`src/rtl/block_writer_if.sv`:
```
// Command and byte-stream bundle for block_writer: command port in, ASCII bytes out,
// plus the nesting-depth status the downstream checker verdict is predicted from.
interface block_writer_if #(
    parameter int DEPTH_W = 32
);
    logic               cmd_valid;
    logic [1:0]         cmd;
    logic               cmd_ready;
    logic [7:0]         out_char;
    logic               out_valid;
    logic               out_ready;
    logic [DEPTH_W-1:0] depth;
    logic               err;
    logic               balanced;

    modport master (
        output cmd_valid, cmd, out_ready,
        input  cmd_ready, out_char, out_valid, depth, err, balanced
    );

    modport slave (
        input  cmd_valid, cmd, out_ready,
        output cmd_ready, out_char, out_valid, depth, err, balanced
    );
endinterface

```
`src/rtl/block_writer.sv`:
```
// Serializes OPEN/CLOSE/SPACE commands into " begin"/" end"/" " bytes, one byte per
// out handshake; first byte visible the cycle after accept; stalls indefinitely on !out_ready.
module block_writer #(
    parameter int DEPTH_W = 32
) (
    input  logic          i_clk,
    input  logic          i_reset,
    block_writer_if.slave bus
);
    typedef enum logic {
        S_IDLE = 1'b0,
        S_EMIT = 1'b1
    } state_t;

    localparam logic [1:0] C_OPEN  = 2'b00;
    localparam logic [1:0] C_CLOSE = 2'b01;
    localparam logic [1:0] C_SPACE = 2'b10;

    state_t             r_state;
    state_t             w_next;
    logic [2:0]         r_idx;
    logic [1:0]         r_cmd;
    logic [7:0]         r_char;
    logic               r_valid;
    logic [DEPTH_W-1:0] r_depth;
    logic               r_err;

    logic               w_accept;
    logic               w_emit_cmd;
    logic               w_fire;
    logic               w_last;
    logic [2:0]         w_last_idx;
    logic [2:0]         w_idx_nxt;

    function automatic logic [7:0] kw_byte(input logic [1:0] c, input logic [2:0] i);
        logic [7:0] b;
        b = 8'h20;
        if (c == C_OPEN) begin
            case (i)
                3'd1:    b = 8'h62;
                3'd2:    b = 8'h65;
                3'd3:    b = 8'h67;
                3'd4:    b = 8'h69;
                3'd5:    b = 8'h6e;
                default: b = 8'h20;
            endcase
        end else if (c == C_CLOSE) begin
            case (i)
                3'd1:    b = 8'h65;
                3'd2:    b = 8'h6e;
                3'd3:    b = 8'h64;
                default: b = 8'h20;
            endcase
        end
        return b;
    endfunction

    assign w_accept   = (r_state == S_IDLE) && bus.cmd_valid;
    assign w_emit_cmd = (bus.cmd != 2'b11);
    assign w_fire     = r_valid && bus.out_ready;
    assign w_idx_nxt  = r_idx + 3'd1;

    always_comb begin
        w_last_idx = 3'd0;
        case (r_cmd)
            C_OPEN:  w_last_idx = 3'd5;
            C_CLOSE: w_last_idx = 3'd3;
            default: w_last_idx = 3'd0;
        endcase
    end

    assign w_last = (r_idx == w_last_idx);

    always_ff @(posedge i_clk) begin
        if (i_reset) begin
            r_state <= S_IDLE;
        end else begin
            r_state <= w_next;
        end
    end

    // Reserved code 2'b11 is consumed in IDLE without leaving it.
    always_comb begin
        w_next = r_state;
        case (r_state)
            S_IDLE: if (w_accept && w_emit_cmd) w_next = S_EMIT;
            S_EMIT: if (w_fire && w_last)       w_next = S_IDLE;
            default:                            w_next = S_IDLE;
        endcase
    end

    always_comb begin
        bus.cmd_ready = (r_state == S_IDLE);
        bus.out_char  = r_char;
        bus.out_valid = r_valid;
        bus.depth     = r_depth;
        bus.err       = r_err;
        bus.balanced  = (r_depth == '0) && !r_err;
    end

    // Depth and err move at accept time; errored commands still emit their text.
    always_ff @(posedge i_clk) begin
        if (i_reset) begin
            r_idx   <= 3'd0;
            r_cmd   <= C_SPACE;
            r_char  <= 8'h00;
            r_valid <= 1'b0;
            r_depth <= '0;
            r_err   <= 1'b0;
        end else if (w_accept) begin
            if (bus.cmd == C_OPEN) begin
                if (r_depth == '1) r_err <= 1'b1;
                else               r_depth <= r_depth + 1'b1;
            end else if (bus.cmd == C_CLOSE) begin
                if (r_depth == '0) r_err <= 1'b1;
                else               r_depth <= r_depth - 1'b1;
            end
            if (w_emit_cmd) begin
                r_cmd   <= bus.cmd;
                r_char  <= 8'h20;
                r_valid <= 1'b1;
                r_idx   <= 3'd0;
            end
        end else if (r_state == S_EMIT && w_fire) begin
            if (w_last) begin
                r_valid <= 1'b0;
            end else begin
                r_idx  <= w_idx_nxt;
                r_char <= kw_byte(r_cmd, w_idx_nxt);
            end
        end
    end
endmodule
```
`src/flat_wrapper.sv`:
```
// flat-port wrapper written by rule: the top's interface ports become plain ports
module block_writer_flat 
#(
    parameter int DEPTH_W = 32
)
  (i_clk, i_reset, bus_cmd_valid, bus_cmd, bus_out_ready, bus_cmd_ready, bus_out_char, bus_out_valid, bus_depth, bus_err, bus_balanced);
  block_writer_if #(.DEPTH_W(DEPTH_W)) bus_i ();
  input  logic i_clk;
  input  logic i_reset;
  input wire logic [$bits(bus_i.cmd_valid)-1:0] bus_cmd_valid;
  input wire logic [$bits(bus_i.cmd)-1:0] bus_cmd;
  input wire logic [$bits(bus_i.out_ready)-1:0] bus_out_ready;
  output wire logic [$bits(bus_i.cmd_ready)-1:0] bus_cmd_ready;
  output wire logic [$bits(bus_i.out_char)-1:0] bus_out_char;
  output wire logic [$bits(bus_i.out_valid)-1:0] bus_out_valid;
  output wire logic [$bits(bus_i.depth)-1:0] bus_depth;
  output wire logic [$bits(bus_i.err)-1:0] bus_err;
  output wire logic [$bits(bus_i.balanced)-1:0] bus_balanced;
  assign bus_i.cmd_valid = bus_cmd_valid;
  assign bus_i.cmd = bus_cmd;
  assign bus_i.out_ready = bus_out_ready;
  assign bus_cmd_ready = bus_i.cmd_ready;
  assign bus_out_char = bus_i.out_char;
  assign bus_out_valid = bus_i.out_valid;
  assign bus_depth = bus_i.depth;
  assign bus_err = bus_i.err;
  assign bus_balanced = bus_i.balanced;
  block_writer #(.DEPTH_W(DEPTH_W)) u_core (.i_clk(i_clk), .i_reset(i_reset), .bus(bus_i));
endmodule
```
`config.mk`:
```
export PLATFORM = sky130hd
export DESIGN_NAME = block_writer_flat
export DESIGN_NICKNAME = d
export VERILOG_FILES = /design/src/rtl/block_writer_if.sv /design/src/rtl/block_writer.sv /design/src/flat_wrapper.sv
export SDC_FILE = /design/constraint.sdc
export NUM_CORES = 1
export LEC_CHECK = 0
export CAP_MARGIN = 20
export CORE_UTILIZATION = 30
export DETAILED_ROUTE_END_ITERATION = 10
export GPL_TIMING_DRIVEN = 0
export SETUP_SLACK_MARGIN = 0.2
export SLEW_MARGIN = 15
export SYNTH_ARGS = -nofsm -noshare
export SYNTH_HDL_FRONTEND = slang
export SYNTH_SLANG_ARGS = --single-unit
```
`constraint.sdc`:
```
create_clock -name i_clk -period 6.6 [get_ports i_clk]
set_clock_uncertainty 0.05 [all_clocks]
set_input_delay 1.32 -clock i_clk [delete_from_list [all_inputs] [get_ports i_clk]]
set_output_delay 1.32 -clock i_clk [all_outputs]
set_load 0.02 [all_outputs]
```
==> run_results.csv, run 1 <==
group,metric,value,unit
setup_path,crit_fanout,41,
min_path,hold_path_class,"reg2reg",
final_layout,stdcell_area,4660,µm²
setup_path,cp.required,6760,ps
setup_path,r2r_slack,3490,ps
routing,firstDrtPassIters,4,
setup_path,endpoint_kind,"register",
grt,grt_max_degree,42,
setup_path,timing.rr.end,"u_core.bus.depth[28]",
timing,tightest_slew,854,ps
final_layout,nets,584,
yosys,synth-edff-count,0,
setup_path,reg2reg_from,"u_core.bus.depth[0]",
floorplan,die-area,13300,µm²
power,power_density,248,nW/µm²
yosys,ys.warnings.count,0,
grt,grt_pass1_vias,3551,
placed_design,dpl.hpwl,8.20,mm
setup_path,startpoint,"bus_cmd[0]",
clocking,cts_buffers,5,
timing,setup_tns,0,ps
yosys,yosys.area.top_type_share,24.0,%
min_path,min_from,"u_core.bus.out_char[5]",
placed_design,io_buffer_count,47,
yosys,yosysMostFrequentCell,"nor2_1",
yosys,ys.flop_type,"dfxtp_1",
yosys,syn_area,3840,µm²
clocking,clkSinkCount,46,
yosys,synthDistinctLibCells,65,
clocking,clockBufferDepth,2,
clocking,post_cts_resized,0,
job,cap_violations,0,
min_path,hold_path_depth,2,
grt,grt_pass1_wl,17.9,mm
yosys,synth_area_leader_cell,"dfxtp_1",
routing,wire_per_inst,15.3,µm
timing,max_freq,0.198,GHz
floorplan,coreArea,12300,µm²
timing,slew_headroom,43.0,%
power,ir_drop,0.107,mV
floorplan,fp.dieH,115,µm
routing,vias_per_cell,5.32,
yosys,postSynthAreaPerCell,7.98,µm²
floorplan,start_util,31.4,%
timing,drv_slew,0,
timing,min_period,5060,ps
routing,finalWirelength,10.8,mm
setup_path,worst-setup-path-type,"in2reg",
timing,finalSetupViolations,0,
clocking,hold_buffers,0,
yosys,async_reset_ff_share,0,%
routing,drc,0,
power,p_total,1.16,mW
placed_design,gp_routability_congestion,0.868,
setup_path,startpoint_type,"input pin",
clocking,cts_setup_buffers,0,
min_path,min_to,"u_core.bus.out_char[5]",
placed_design,placed_cell_area,4530,µm²
timing,hold_viol,0,
final_layout,num_antenna_cells,0,
clocking,tritoncts,"yes",
yosys,ys_seq_elements,46,
timing,finalCritPeriodShare,76.7,%
clocking,path_clk_slew,70,ps
grt,antenna_found_initial,0,
floorplan,die_w,115,µm
routing,drt_iter0_markers,184,
grt,gr-total-overflow,0,
power,p_leak,1.98,nW
final_layout,layout-drive-gt1-share,7.08,%
grt,grt_usage,17.1,%
placed_design,preCtsSetupSlack,1290,ps
outcome,status,"finished clean",
setup_path,r2r_cells,10,
routing,via_count,3750,
yosys,synthTopCellsByCount,"nor2_1, a21oi_1, dfxtp_1",
floorplan,io_pins,50,
clocking,clk_latency,290,ps
floorplan,num_rows,40,
yosys,syn_inst,482,
timing,rsz0062_at_grt,"false",
clocking,h-tree-depth,2,
timing,hold_ws,397,ps
clocking,cts-root-buf,"clkbuf_16",
routing,drtAntennaViolNets,0,
yosys,synth.area.top_cells,"dfxtp_1, ha_1, a21oi_1, nor2_1, a21o_1",
yosys,ys_seq_area_share,24.0,%
timing,worst_slack,1540,ps
final_layout,area_growth,21.2,%
setup_path,worst-endpoint-arrival,5220,ps
==> kinds of logic after synthesis <==
group,count (synthesis),share of synthesized area [%]
and+or+nand+nor,177,23.8
DFF,46,24.0
xor gates and xnor gates,24,5.47
other,1,0.0975
muxes,10,2.60
AOI/OAI and AO/OA,144,24.5
buffers and inverters,39,6.02
adders and majority gates,41,13.5
==> cell usage in the layout, fill, tap and decap left out, types with 5 or more instances in the layout <==
cell	count
nor2_1	58
a21oi_1	48
clkdlybuf4s50_1	47
dfxtp_1	46
ha_1	40
nand2_1	32
a21o_1	24
o21ai_0	20
inv_1	16
xnor2_1	15
nand4_1	14
nand3_1	12
a31oi_1	12
nor4_1	11
nor3_1	10
mux2i_1	10
xor2_1	9
buf_6	7
clkbuf_1	7
buf_4	5
clkbuf_16	5
==> registers in the layout (all words and copies together) (netlist names) <==
signal and flops:
u_core.r_idx 3, u_core.r_state 1, u_core.bus.out_valid 1, u_core.bus.out_char 6, u_core.bus.depth 32, u_core.bus.err 1
u_core.r_cmd 2
==> metal layers <==
metal | wire length [µm] | vias up | global-route usage [%]
li1 | - | 1904 | -
met1 | 4980 | 1737 | 22.1
met2 | 5140 | 98 | 29.6
met3 | 566 | 11 | 2.90
met4 | 122 | 0 | 4.07
met5 | 0 | - | 0
==> layout make-up <==
cell class | count | area [µm²]
inverters | 18 | 67.6
plain buffers | 21 | 164
well taps | 168 | 210
flip-flops and latches | 46 | 921
clock buffers | 7 | 133
repair buffers | 47 | 470
multi-input cells | 398 | 2700
fillers | 1284 | 7600
==> through the flow <==
step	util (%)	std cells
after global placement	36.9	698
after CTS	38.0	705
after detailed placement	36.9	698
after floorplan	-	483
after global routing	38.0	705
final	38.0	705
==> worst max-delay path, cell delays in order <==
cell and delay, ps:
clkdlybuf4s50_1 560, or2_1 120, buf_2 650, inv_2 160, fa_1 420, and2b_2 260, o2111ai_1 140, a21bo_1 230
a211o_1 370, o21ai_2 310, o211a_4 240, o2111ai_1 140, a311oi_1 250
==> where the power goes <==
part           internal [mW]  switching, mW
sequential             0.306         0.0468
clock                  0.139          0.109
combinational          0.253          0.302
total                  0.698          0.458
==> worst max path at each step <==
stage,slack [ps],endpoint,cells after the start
final,1540,u_core.bus.depth[28],13
after global routing,1320,u_core.bus.depth[28],13
after CTS,1570,u_core.bus.depth[28],13
after detailed placement,1290,u_core.bus.depth[28],13
after global placement,1290,u_core.bus.depth[28],13
after floorplan,2490,u_core.bus.depth[28],12
Power figures use the tool's default switching activity.
==> run 2: changes to the inputs <==
==> constraint.sdc (replaced) <==
create_clock -name i_clk -period 4.6 [get_ports i_clk]
set_clock_uncertainty 0.05 [all_clocks]
set_input_delay 0.92 -clock i_clk [delete_from_list [all_inputs] [get_ports i_clk]]
set_output_delay 0.92 -clock i_clk [all_outputs]
set_load 0.02 [all_outputs]
==> run 2 against run 1 <==
Final cell count stayed put; global-route usage barely moved; first-iteration DRC count decreased by 11%; critical path type unchanged; critical endpoint unchanged.
==> run_results.csv, run 2 (synthesis results as in run 1) <==
group,metric,value,unit
grt,gr-total-overflow,0,
job,cap_violations,0,
timing,finalCritPeriodShare,91.0,%
clocking,tritoncts,"yes",
final_layout,seq_area,921,µm²
grt,grt_pass1_wl,17.9,mm
setup_path,crit_family,"compound AO/OA/AOI/OAI gates",
setup_path,critPathBufInv,3,
routing,wire_per_inst,15.4,µm
clocking,cts-root-buf,"clkbuf_16",
power,ir_drop,0.155,mV
routing,drc,0,
clocking,cts_buffers,5,
final_layout,multi_input_area,2700,µm²
final_layout,layout-drive-gt1-share,7.08,%
grt,grt_max_degree,42,
floorplan,start_util,31.4,%
clocking,hold_buffers,0,
placed_design,gp_routability_congestion,0.868,
setup_path,cp.required,4750,ps
placed_design,place_inst,698,
clocking,clockBufferDepth,2,
final_layout,stdcell_count,705,
timing,tightest_slew,635,ps
placed_design,placed_cell_area,4530,µm²
final_layout,final_common_cell,"nor2_1",
placed_design,io_buffer_count,47,
routing,drt_iter0_markers,164,
timing,hold_viol,0,
timing,rsz0062_at_grt,"false",
routing,via_count,3780,
final_layout,num_antenna_cells,0,
floorplan,die_w,115,µm
routing,finalWirelength,10.9,mm
grt,grt_usage,17.1,%
placed_design,preCtsSetupSlack,-313,ps
setup_path,endpoint_kind,"register",
timing,worst_slack,413,ps
setup_path,cpMostUsedCell,"o2111ai_1",
final_layout,stdcell_area,4680,µm²
clocking,clk_latency,290,ps
clocking,cts_setup_buffers,0,
placed_design,dpl.hpwl,8.20,mm
routing,vias_per_cell,5.36,
power,power_density,355,nW/µm²
timing,finalSetupViolations,0,
routing,firstDrtPassIters,4,
power,p_leak,1.98,nW
setup_path,worst-endpoint-arrival,4340,ps
setup_path,slowest_delay,560,ps
final_layout,final_cell_mix,"nor2_1, a21oi_1, clkdlybuf4s50_1",
timing,max_freq,0.239,GHz
floorplan,io_pins,50,
final_layout,fillerInstances,1284,
power,p_total,1.66,mW
setup_path,worst-setup-path-type,"in2reg",
floorplan,num_rows,40,
min_path,hold_path_class,"reg2reg",
timing,min_period,4190,ps
floorplan,fp.dieH,115,µm
final_layout,nets,584,
floorplan,coreArea,12300,µm²
clocking,clkSinkCount,46,
final_layout,largest_reg_flops,32,
grt,grt_pass1_vias,3561,
timing,drv_slew,0,
final_layout,area_growth,21.7,%
timing,slew_headroom,57.2,%
floorplan,die-area,13300,µm²
setup_path,crit_slowest_cell,"clkdlybuf4s50_1",
setup_path,crit_fanout,41,
setup_path,crit_chain,"clkdlybuf4s50_1, or2_1, buf_8, inv_2, fa_1, and2b_2, o2111ai_1, a21bo_1, a211o_1, o21ai_4, o211a_4, o2111ai_1, a311oi_1",
setup_path,startpoint_type,"input pin",
outcome,status,"finished clean",
clocking,path_clk_slew,60,ps
routing,drtAntennaViolNets,0,
grt,antenna_found_initial,0,
clocking,h-tree-depth,2,
[run 2: cell count changes in the layout (fill, tap and decap cells not counted)]
cell	previous run	this run
buf_2	3	2
o21ai_4	0	1
o21ai_2	1	0
buf_8	0	1
[run 2: metal layers]
| metal | vias to the layer above | track usage (%) | wire length [µm] |
|---|---|---|---|
| met3 | 12 | 2.90 | 576 |
| met5 | - | 0 | 0 |
| met1 | 1769 | 22.1 | 4990 |
| met4 | 0 | 4.07 | 116 |
| li1 | 1894 | - | - |
| met2 | 105 | 29.7 | 5170 |
[run 2: layout make-up]
cell class | instances | share of cell area (%)
flip-flops and latches | 46 | 19.7
plain buffers | 21 | 3.72
clock buffers | 7 | 2.83
well taps | 168 | 4.49
inverters | 18 | 1.44
repair buffers | 47 | 10.1
multi-input cells | 398 | 57.8
[run 2: where the power goes]
group | switching (mW) | leakage [nW] | internal, mW | total, mW
Clock | 0.155 | 0.0640 | 0.199 | 0.354
Sequential | 0.0675 | 0.376 | 0.439 | 0.506
Combinational | 0.436 | 1.54 | 0.366 | 0.801
Total | 0.658 | 1.98 | 1.00 | 1.66
[run 2: timing repair]
action / 4_1_cts / 5_1_grt
gates cloned: 0 / 0
setup endpoints to repair: 6 / 5
gates resized for setup: 1 / 4
[run 2: worst paths after layout]
check             slack [ps]  depth (start not counted)                      to                   start
hold / removal           400                          2  u_core.bus.out_char[5]  u_core.bus.out_char[5]
setup / recovery         410                         13    u_core.bus.depth[28]              bus_cmd[0]
setup reg to reg        1520                         10    u_core.bus.depth[28]     u_core.bus.depth[0]
hold reg to reg          400                          2  u_core.bus.out_char[5]  u_core.bus.out_char[5]
[run 2: worst reg2reg max path, delay by kind of cell, from the launching register on]
kind / cells / cell delay, ps
and+or+nand+nor: 1 / 250
DFF: 1 / 460
buffers and inverters: 1 / 130
AOI/OAI and AO/OA: 7 / 1650
adders and majority gates: 1 / 450
[run 2: per-stage QoR]
stage	utilization, %	hold WS, ps	TNS (ps)
global route	38.2	440	0
CTS	38.0	404	0
floorplan	-	442	0
detailed placement	36.9	395	-1200
finish	38.2	396	0
global placement	36.9	389	-1190
==> run 3: changes to the inputs <==
--- a/config.mk
+++ b/config.mk
@@ -5,12 +5,13 @@
 export SDC_FILE = /design/constraint.sdc
 export NUM_CORES = 1
 export LEC_CHECK = 0
-export CAP_MARGIN = 20
 export CORE_UTILIZATION = 30
 export DETAILED_ROUTE_END_ITERATION = 10
 export GPL_TIMING_DRIVEN = 0
+export PLACE_DENSITY_LB_ADDON = 0.08
 export SETUP_SLACK_MARGIN = 0.2
 export SLEW_MARGIN = 15
 export SYNTH_ARGS = -nofsm -noshare
 export SYNTH_HDL_FRONTEND = slang
 export SYNTH_SLANG_ARGS = --single-unit
+export TNS_END_PERCENT = 30
==> run 3 against run 2 <==
Critical path depth unchanged; sequential share of layout area fell by 0.22 points; highest routed layer unchanged; via count decreased by 2.9%; first-iteration DRC count down 24%.
==> run_results.csv, run 3 (synthesis results as in run 1) <==
group,metric,value,unit
outcome,status,"finished clean",
power,power.switching,0.685,mW
power,p_int,1.12,mW
routing,finalWirelength,11.7,mm
power,power_density,381,nW/µm²
final_layout,layout-drive-gt1-share,7.62,%
clocking,clockBufferDepth,2,
power,power_frac_comb,45.1,%
clocking,cts_setup_buffers,0,
grt,grt_usage,18.6,%
timing,min_period,4180,ps
grt,grt_pass1_vias,3447,
final_layout,stdcell_area,4730,µm²
final_layout,nets,584,
timing,setup_tns,0,ps
timing,hold_viol,0,
power,p_total,1.80,mW
setup_path,cp.required,4770,ps
floorplan,die-area,13300,µm²
clocking,hold_buffers,0,
min_path,hold_path_class,"reg2reg",
setup_path,worst-endpoint-arrival,4340,ps
grt,grt_max_degree,42,
timing,rsz0062_at_grt,"false",
final_layout,largest_reg_flops,32,
routing,drtAntennaViolNets,0,
final_layout,final_common_cell,"nor2_1",
placed_design,io_buffer_count,47,
power,ir_drop,0.177,mV
clocking,cts-root-buf,"clkbuf_16",
power,p_leak,2.01,nW
routing,via_count,3669,
timing,finalSetupViolations,0,
routing,wire_per_inst,16.5,µm
timing,max_freq,0.239,GHz
floorplan,start_util,31.4,%
power,p_seq_share,28.1,%
clocking,clk_latency,300,ps
floorplan,coreArea,12300,µm²
grt,gr-total-overflow,0,
placed_design,placed_cell_area,4530,µm²
clocking,path_clk_slew,70,ps
timing,drv_slew,0,
routing,firstDrtPassIters,4,
grt,antenna_found_initial,0,
setup_path,crit_fanout,41,
timing,finalCritPeriodShare,90.8,%
floorplan,die_w,115,µm
power,switching_share,38.0,%
floorplan,io_pins,50,
grt,grt_pass1_wl,18.8,mm
clocking,clkSinkCount,46,
setup_path,worst-setup-path-type,"in2reg",
routing,drc,0,
clocking,tritoncts,"yes",
floorplan,fp.dieH,115,µm
power,clock_power_share,26.8,%
placed_design,dpl.hpwl,8.72,mm
clocking,cts_buffers,5,
setup_path,endpoint_kind,"register",
routing,vias_per_cell,5.20,
timing,tightest_slew,684,ps
clocking,h-tree-depth,2,
final_layout,final_cell_mix,"nor2_1, a21oi_1, clkdlybuf4s50_1",
floorplan,num_rows,40,
job,cap_violations,0,
final_layout,num_antenna_cells,0,
timing,slew_headroom,54.4,%
placed_design,gp_routability_congestion,0.834,
final_layout,area_growth,23.1,%
setup_path,startpoint_type,"input pin",
routing,drt_iter0_markers,125,
## run 3: cell count changes in the layout (fill, tap and decap cells not counted), sizes merged
cell	change
bufinv	+2
clkbuf	-2
clkinv	+1
## run 3: worst max-delay path: stages
cell and delay [ps]:
clkdlybuf4s50_1 530, or2_1 150, buf_8 280, inv_2 120
fa_1 390, and2b_2 250, o2111ai_1 150, a21bo_1 230
a211o_1 390, o21ai_2 270, o211a_4 240, o2111ai_1 140
a311oi_1 260
## run 3: power by group through the flow
stage	combinational, mW	clock, mW	sequential [mW]
final	0.812	0.483	0.505
after global placement	0.801	0	0.514
after detailed placement	0.804	0	0.515
after global routing	0.895	0.518	0.513
after floorplan	0.547	0	0.537
after CTS	0.811	0.502	0.506
## run 3: path summary, 6_finish.rpt
check,slack (ps),cells after the start,from,to
max,420,13,bus_cmd[0],u_core.bus.depth[28]
min,400,2,u_core.bus.out_char[0],u_core.bus.out_char[0]
max reg2reg,1550,10,u_core.bus.depth[0],u_core.bus.depth[28]
min reg2reg,400,2,u_core.bus.out_char[0],u_core.bus.out_char[0]
## run 3: routing by layer
metal / GRT usage, % / vias to the layer above / routed length [µm]
li1: - / 1886 / -
met5: 0 / - / 0
met4: 5.19 / 0 / 140
met3: 2.90 / 7 / 323
met1: 25.0 / 1717 / 5800
met2: 30.7 / 59 / 5410
## run 3: through the flow
step	std cells	hold WS (ps)	setup slack (ps)	util [%]
final	706	404	422	38.6
after global placement	698	388	-279	36.9
after global routing	706	433	214	38.6
after CTS	706	407	272	38.5
after floorplan	483	442	893	-
after detailed placement	698	397	-325	36.9
## run 3: cell type report
type / count / area (µm²)
Buffer: 21 / 174
Clock inverter: 3 / 68.8
Sequential cell: 46 / 921
Inverter: 18 / 67.6
Clock buffer: 5 / 125
Fill cell: 1296 / 7530
Tap cell: 168 / 210
Multi-Input combinational cell: 398 / 2700
Timing Repair Buffer: 47 / 470
## run 3: timing repair
item | CTS | global route
cloned | 0 | 0
endpoints found under the setup margin | 6 | 2
gates resized for setup | 1 | 3
